--- config.mk ---
export PLATFORM = sky130hd
export DESIGN_NAME = regfile_arbiter
export DESIGN_NICKNAME = d
export VERILOG_FILES = /design/src/rtl/regfile_arbiter.sv
export SDC_FILE = /design/constraint.sdc
export NUM_CORES = 1
export LEC_CHECK = 0
export CORE_AREA = 2 2 133 135
export CTS_CLUSTER_SIZE = 16
export DETAILED_ROUTE_END_ITERATION = 8
export DIE_AREA = 0 0 135 137
export GPL_TIMING_DRIVEN = 0
export MAX_ROUTING_LAYER = met4
export SYNTH_ARGS = -nofsm -noshare
export SYNTH_HDL_FRONTEND = slang
export SYNTH_SLANG_ARGS = --single-unit
--- constraint.sdc ---
create_clock -name clk_i -period 2 [get_ports clk_i]
set_input_delay 0.3 -clock clk_i [delete_from_list [all_inputs] [get_ports clk_i]]
set_output_delay 0.3 -clock clk_i [all_outputs]
set_load 0.01 [all_outputs]
--- src/rtl/regfile_arbiter.sv ---
`default_nettype none
// ----------------------------------------------------------------------------
// regfile_arbiter : two-client round-robin arbiter onto a 2R1W register file
// Revision        : 1.0
// ----------------------------------------------------------------------------
module regfile_arbiter #(
  parameter int DATA_W = 32,
  parameter int ADDR_W = 5
) (
  input  logic              clk_i,
  input  logic              rst_ni,
  // client 0
  input  logic              req_valid0_i,
  output logic              req_ready0_o,
  input  logic              req_write0_i,
  input  logic [ADDR_W-1:0] req_rs0_i,
  input  logic [ADDR_W-1:0] req_rt0_i,
  input  logic [ADDR_W-1:0] req_rd0_i,
  input  logic [DATA_W-1:0] req_wdata0_i,
  output logic              resp_valid0_o,
  output logic [DATA_W-1:0] resp_rs_data0_o,
  output logic [DATA_W-1:0] resp_rt_data0_o,
  // client 1
  input  logic              req_valid1_i,
  output logic              req_ready1_o,
  input  logic              req_write1_i,
  input  logic [ADDR_W-1:0] req_rs1_i,
  input  logic [ADDR_W-1:0] req_rt1_i,
  input  logic [ADDR_W-1:0] req_rd1_i,
  input  logic [DATA_W-1:0] req_wdata1_i,
  output logic              resp_valid1_o,
  output logic [DATA_W-1:0] resp_rs_data1_o,
  output logic [DATA_W-1:0] resp_rt_data1_o,
  // register file
  output logic [ADDR_W-1:0] rf_rs_o,
  output logic [ADDR_W-1:0] rf_rt_o,
  output logic [ADDR_W-1:0] rf_rd_o,
  output logic [DATA_W-1:0] rf_wdata_o,
  output logic              rf_write_o,
  input  logic [DATA_W-1:0] rf_rs_data_i,
  input  logic [DATA_W-1:0] rf_rt_data_i
);

  typedef enum logic [1:0] {
    IDLE  = 2'd0,
    ISSUE = 2'd1,
    RESP  = 2'd2
  } state_e;

  state_e              state_q, state_d;
  logic                last_grant_q, last_grant_d;
  logic                owner_q, owner_d;
  logic                cmd_write_q, cmd_write_d;
  logic [ADDR_W-1:0]   cmd_rs_q, cmd_rs_d;
  logic [ADDR_W-1:0]   cmd_rt_q, cmd_rt_d;
  logic [ADDR_W-1:0]   cmd_rd_q, cmd_rd_d;
  logic [DATA_W-1:0]   cmd_wdata_q, cmd_wdata_d;
  logic                rf_write_q, rf_write_d;

  logic                arb_en;
  logic                winner;
  logic                accept;
  logic                sel_write;
  logic [ADDR_W-1:0]   sel_rs;
  logic [ADDR_W-1:0]   sel_rt;
  logic [ADDR_W-1:0]   sel_rd;
  logic [DATA_W-1:0]   sel_wdata;
  logic                resp_read;

  // On a tie the client that did not win last time is served.
  always_comb begin
    winner = 1'b0;
    if (req_valid0_i && req_valid1_i) begin
      winner = ~last_grant_q;
    end else if (req_valid1_i) begin
      winner = 1'b1;
    end
  end

  assign arb_en       = (state_q == IDLE) || (state_q == RESP);
  assign accept       = arb_en && (req_valid0_i || req_valid1_i);
  assign req_ready0_o = accept && !winner;
  assign req_ready1_o = accept &&  winner;

  assign sel_write = winner ? req_write1_i : req_write0_i;
  assign sel_rs    = winner ? req_rs1_i    : req_rs0_i;
  assign sel_rt    = winner ? req_rt1_i    : req_rt0_i;
  assign sel_rd    = winner ? req_rd1_i    : req_rd0_i;
  assign sel_wdata = winner ? req_wdata1_i : req_wdata0_i;

  always_comb begin
    state_d      = state_q;
    last_grant_d = last_grant_q;
    owner_d      = owner_q;
    cmd_write_d  = cmd_write_q;
    cmd_rs_d     = cmd_rs_q;
    cmd_rt_d     = cmd_rt_q;
    cmd_rd_d     = cmd_rd_q;
    cmd_wdata_d  = cmd_wdata_q;
    rf_write_d   = 1'b0;
    unique case (state_q)
      IDLE, RESP: begin
        if (accept) begin
          state_d      = ISSUE;
          last_grant_d = winner;
          owner_d      = winner;
          cmd_write_d  = sel_write;
          cmd_rs_d     = sel_rs;
          cmd_rt_d     = sel_rt;
          cmd_rd_d     = sel_rd;
          cmd_wdata_d  = sel_wdata;
          // r0 is hardwired zero, so its write strobe is never raised.
          rf_write_d   = sel_write && (sel_rd != '0);
        end else begin
          state_d = IDLE;
        end
      end
      ISSUE:   state_d = RESP;
      default: state_d = IDLE;
    endcase
  end

  always_ff @(posedge clk_i or negedge rst_ni) begin
    if (!rst_ni) begin
      state_q      <= IDLE;
      last_grant_q <= 1'b1;
      owner_q      <= 1'b0;
      cmd_write_q  <= 1'b0;
      cmd_rs_q     <= '0;
      cmd_rt_q     <= '0;
      cmd_rd_q     <= '0;
      cmd_wdata_q  <= '0;
      rf_write_q   <= 1'b0;
    end else begin
      state_q      <= state_d;
      last_grant_q <= last_grant_d;
      owner_q      <= owner_d;
      cmd_write_q  <= cmd_write_d;
      cmd_rs_q     <= cmd_rs_d;
      cmd_rt_q     <= cmd_rt_d;
      cmd_rd_q     <= cmd_rd_d;
      cmd_wdata_q  <= cmd_wdata_d;
      rf_write_q   <= rf_write_d;
    end
  end

  assign rf_rs_o    = cmd_rs_q;
  assign rf_rt_o    = cmd_rt_q;
  assign rf_rd_o    = cmd_rd_q;
  assign rf_wdata_o = cmd_wdata_q;
  assign rf_write_o = rf_write_q;

  // Regfile read data is valid in RESP, having been sampled at the end of ISSUE.
  assign resp_valid0_o   = (state_q == RESP) && !owner_q;
  assign resp_valid1_o   = (state_q == RESP) &&  owner_q;
  assign resp_read       = !cmd_write_q;
  assign resp_rs_data0_o = (resp_valid0_o && resp_read) ? rf_rs_data_i : '0;
  assign resp_rt_data0_o = (resp_valid0_o && resp_read) ? rf_rt_data_i : '0;
  assign resp_rs_data1_o = (resp_valid1_o && resp_read) ? rf_rs_data_i : '0;
  assign resp_rt_data1_o = (resp_valid1_o && resp_read) ? rf_rt_data_i : '0;

endmodule
`default_nettype wire

; Yosys cells after proc, flatten, opt, wreduce, memory -nomap -nowiden
; Index checks and enable logic that the tools add are counted.
; W data, S select, Z words.
[op_classes]
add_sub_neg = 0
multipliers = 0
div = 0
order_cmp = 0
n_eq_ne = 2
n_shift = 0
n_mux = 15
n_bitwise = 1
n_reduce_logical = 18
[op_table]
columns = operator, count
row1 = $mux W32, 5
row2 = $mux W5, 3
row3 = $logic_and A1 B1 Y1, 9
row4 = $mux W1, 6
row5 = $reduce_bool A5 Y1, 1
row6 = $pmux W2 S2, 1
row7 = $logic_not A1 Y1, 3
row8 = $eq A2 B1 Y1 const B, 1
row9 = $eq A2 B2 Y1 const B, 1
row10 = $logic_not A2 Y1, 1
row11 = $logic_or A1 B1 Y1, 2
row12 = $reduce_and A2 Y1, 1
row13 = $reduce_or A2 Y1, 1
row14 = $not A1 Y1, 1
[totals]
ff_bits = 53
latch_bits = 0
ramBits = 0
mem_bits_ro = 0
input_bits = 164
out_inout_bits = 180
word_cells = 45
memories = 0

; Logic depth before layout (Yosys ltp)
[depth]
word_depth = 7
depth_mapped = 6
mapped_depth_nobuf = 3

; Worst setup path before layout
; No wires, ideal clock.
[synth_timing]
path_type = register to output
start = register state_q[0]
end = output port resp_rs_data0_o[10]
arrival_time_ns = 1.430
setup_slack_ns = 0.270
path_stages_with_launch = 6
n_path_buf = 2
cell_sequence = dfrtp_1 nor3b_1 nor2b_1 buf_2 buf_2 and2_1
[synth_between]
elab_chain_len = 4
[synth_rtl]
columns = item, line
row1 = start: declaration, 50  ; state_e state_q, state_d;
row2 = start signal: assignment, 135  ; state_q <= state_d;
row3 = $eq A2 B2 Y1, 154  ; assign resp_valid0_o = (state_q == RESP) && !owner_q;
row4 = $logic_and A1 B1 Y1, 154
row5 = net resp_valid0_o, 20  ; output logic resp_valid0_o,
row6 = $logic_and A1 B1 Y1, 157  ; assign resp_rs_data0_o = (resp_valid0_o && resp_read) ? rf_rs_data_i : '0;
row7 = $mux W32, 157
row8 = end: declaration, 21  ; output logic [DATA_W-1:0] resp_rs_data0_o,
; The timed path passes the listed nets, and every way through them passes these cells.

; Final worst setup path
[layout_timing]
start = register state_q[0]
end = output port resp_rt_data0_o[27]
[layout_between]
elab_chain_len = 4
[layout_rtl]
columns = item, line
row1 = $eq A2 B2 Y1, 154
row2 = $logic_and A1 B1 Y1, 154
row3 = $logic_and A1 B1 Y1, 158  ; assign resp_rt_data0_o = (resp_valid0_o && resp_read) ? rf_rt_data_i : '0;
row4 = $mux W32, 158
row5 = end: declaration, 22  ; output logic [DATA_W-1:0] resp_rt_data0_o,
; No other way between the ends.

==> metrics <==
slowest stage cell on the critical path dfrtp_2; diode count 0; Nets 890; number of CTS-inserted buffers 5; Final Hold Fails 0; R2R cell count 7; fin crit share 1.068; share of cells above drive strength 1 0.4608; chip width 135 um; Ports between 300 and 400; ys async rst share 1.000; Peak Freq 0.4680 GHz; Syn Inst Count 333; Critical R2R Capture rf_wdata_o[9]; CP endpoint kind primary output; Hold Crit Depth 1; Post-synth EDFFs 0; Slew headroom 0.7186; Clock Path Buffers 2; most used cell, CP buf_6; initial antenna violation count 0; drt first-iter violations just under 90; Critical path origin state_q[0]; status finished, violations left; #FFs+latches synth between 50 and 60; Worst-Skew Late Latency between 200 and 300 ps; Detail Route Antenna Nets 0; critical path depth in cells 8; Root Driver clkbuf_16; Synthesized Nets 497; fill count ~1500; CTS H-Tree Depth 2; Worst VDD drop 341.7 uV; Via density roughly 4.3; CP Launch Type register; pwr dens about 570 nW/um2; most frequent cells in the layout 211 x clkdlybuf4s50_1, 148 x buf_6, 121 x and2_4, 51 x dfrtp_1, 49 x and2_1; Final Skew 8.634 ps; final slew viol count 0; routed vias slightly above 4000; Hold Slack around 460 ps; Post-synth top flop dfrtp_1; GR Util All Layers 0.1772; # port buffers approximately 340; Flop pwr share 0.304; Pleak 3.741 nW; reg-to-reg slack, setup about 130 ps; Final Critical Period 2137 ps; wire per inst 18.23 um; Clock Pin Slew Worst Setup and Hold Paths roughly 60 ps; Pwr Total 4.725 mW; WP buf/inv 5; FF-to-FF Start last_grant_q; clock sinks 53; Critical Path Sink resp_rt_data0_o[27]; area leader, netlist dfrtp_1; Yosys cell types 25; post-synthesis average cell area a little under 10 um2; CP Cell Sequence nor3b_2, nor2b_4, buf_6, buf_6, buf_6, buf_6, and2_4, buf_6; DR DRC count 0; Clk pwr share 0.216; Slew @ Worst Pin approximately 420 ps; area grow syn2layout 155.8%; Synth top area share 0.4020; first-pass GRT wire length between 20 and 25 mm; Placeable Area ~17000 um2; Max stage delay on crit path between 400 and 500 ps; Mapped Area ~3200 um2; largest net degree at the start of global routing 38; Switch Pwr about 1.4 mW; TritonCTS clock tree done; GRT overflow 0; Max Cap Viol 0; Pre-Repair DR Iteration Count 4; Switching Fraction 0.2866; CP Max Fanout 4; DP HPWL between 10 and 15 mm; Die Height around 140 um; row count 48; vias in the first global route 4362; internal power 3.371 mW; Starting Density 0.1898; Crit path required time around 1700 ps; Crit path arrival time 1840 ps; combinational power share 0.479; hold_sp state_q[1]; Ys Warns 0; Final WS setup -136.6 ps; unrepaired setup endpoints after global routing true; GP Congestion about 0.89; Worst Hold Class reg -> reg; sequential area share after synthesis 0.4101; final setup fails 58; failing checks setup timing; leading cell type in the layout, fill and taps excluded clkdlybuf4s50_1; DRT Wirelength ~17 mm; crit path kind reg -> out; Crit path max-delay family simple AND/OR/NAND/NOR gates; full die area 18500 um2; Area contributors post-synth dfrtp_1 40%, and2_1 33%, a221o_1 13%
-- power groups by stage --
stage / sequential [mW] / combinational, mW / clock, mW
after floorplan: 1.53 / 0.599 / 0
after global placement: 1.44 / 1.87 / 0
after detailed placement: 1.44 / 1.89 / 0
after CTS: 1.44 / 2.08 / 1.06
after global routing: 1.46 / 2.41 / 1.10
final: 1.44 / 2.26 / 1.02
-- how the worst min path moves through the flow --
stage               slack, ps        endpoint
floorplan                   4     cmd_write_q
global route              480      state_q[1]
CTS                       460      state_q[1]
finish                    460      state_q[1]
detailed placement        260  rf_wdata_o[19]
global placement          430      state_q[1]
-- registers in the layout (all words and copies together), names as in the netlist --
name,count
cmd_write_q,1
last_grant_q,1
owner_q,1
rf_rd_o,5
rf_rs_o,5
rf_rt_o,5
rf_wdata_o,32
rf_write_o,1
state_q,2
-- Yosys cell counts, types with 2 or more instances --
cell	n
and2_1	170
buf_6	6
a21o_1	2
nor3_1	2
nand2_1	6
clkbuf_1	3
nor2b_1	3
dfrtp_1	52
buf_2	22
mux2i_1	5
a221o_1	42
and3b_1	2
o21ai_0	6
-- cell families after synthesis --
family,after synthesis,share of synthesized area
muxes,5,0.01546
AOI/OAI and AO/OA,53,0.1511
buffers and inverters,32,0.05953
DFF,53,0.4101
and+or+nand+nor,190,0.3637
-- metrics by stage --
| step | util | instance area [um2] | setup WS [ps] | TNS [ps] | instances |
|---|---|---|---|---|---|
| finish | 0.4855 | 8280 | -136.6 | -3496 | 952 |
| global route | 0.4855 | 8280 | -198.8 | -11080 | 952 |
| CTS | 0.4338 | 7400 | -201.7 | -9025 | 950 |
| detailed placement | 0.4085 | 6967 | -520.0 | -35030 | 902 |
| global placement | 0.4076 | 6952 | -1078 | -86940 | 901 |
| floorplan | - | 3237 | 270.0 | 0 | 333 |
-- final cells by class --
cell class                      count  area [um2]  area share
Buffer                             27       284.0     0.03430
Clock buffer                        6       138.9     0.01677
Clock inverter                      2       37.54    0.004533
Inverter                            1       3.754   0.0004533
Multi-Input combinational cell    248        2044      0.2469
Sequential cell                    53        1329      0.1605
Tap cell                          225       281.5     0.03400
Timing Repair Buffer              390        4161      0.5026
-- per-layer routing --
metal / track usage / wire, um
met2: 0.3285 / 9349
met5: - / 0
met4: 0.06713 / 484
met3: 0.03667 / 1163
met1: 0.1846 / 6353
-- what timing repair did --
item,CTS,global route
gates resized for setup,624,245
hold buffers,1,0
buffers inserted,24,11
pin swaps,29,44
cloned,16,0
endpoints found under the setup margin,130,129
hold endpoints to repair,15,0
No activity file was read; power rests on OpenSTA's default activity.
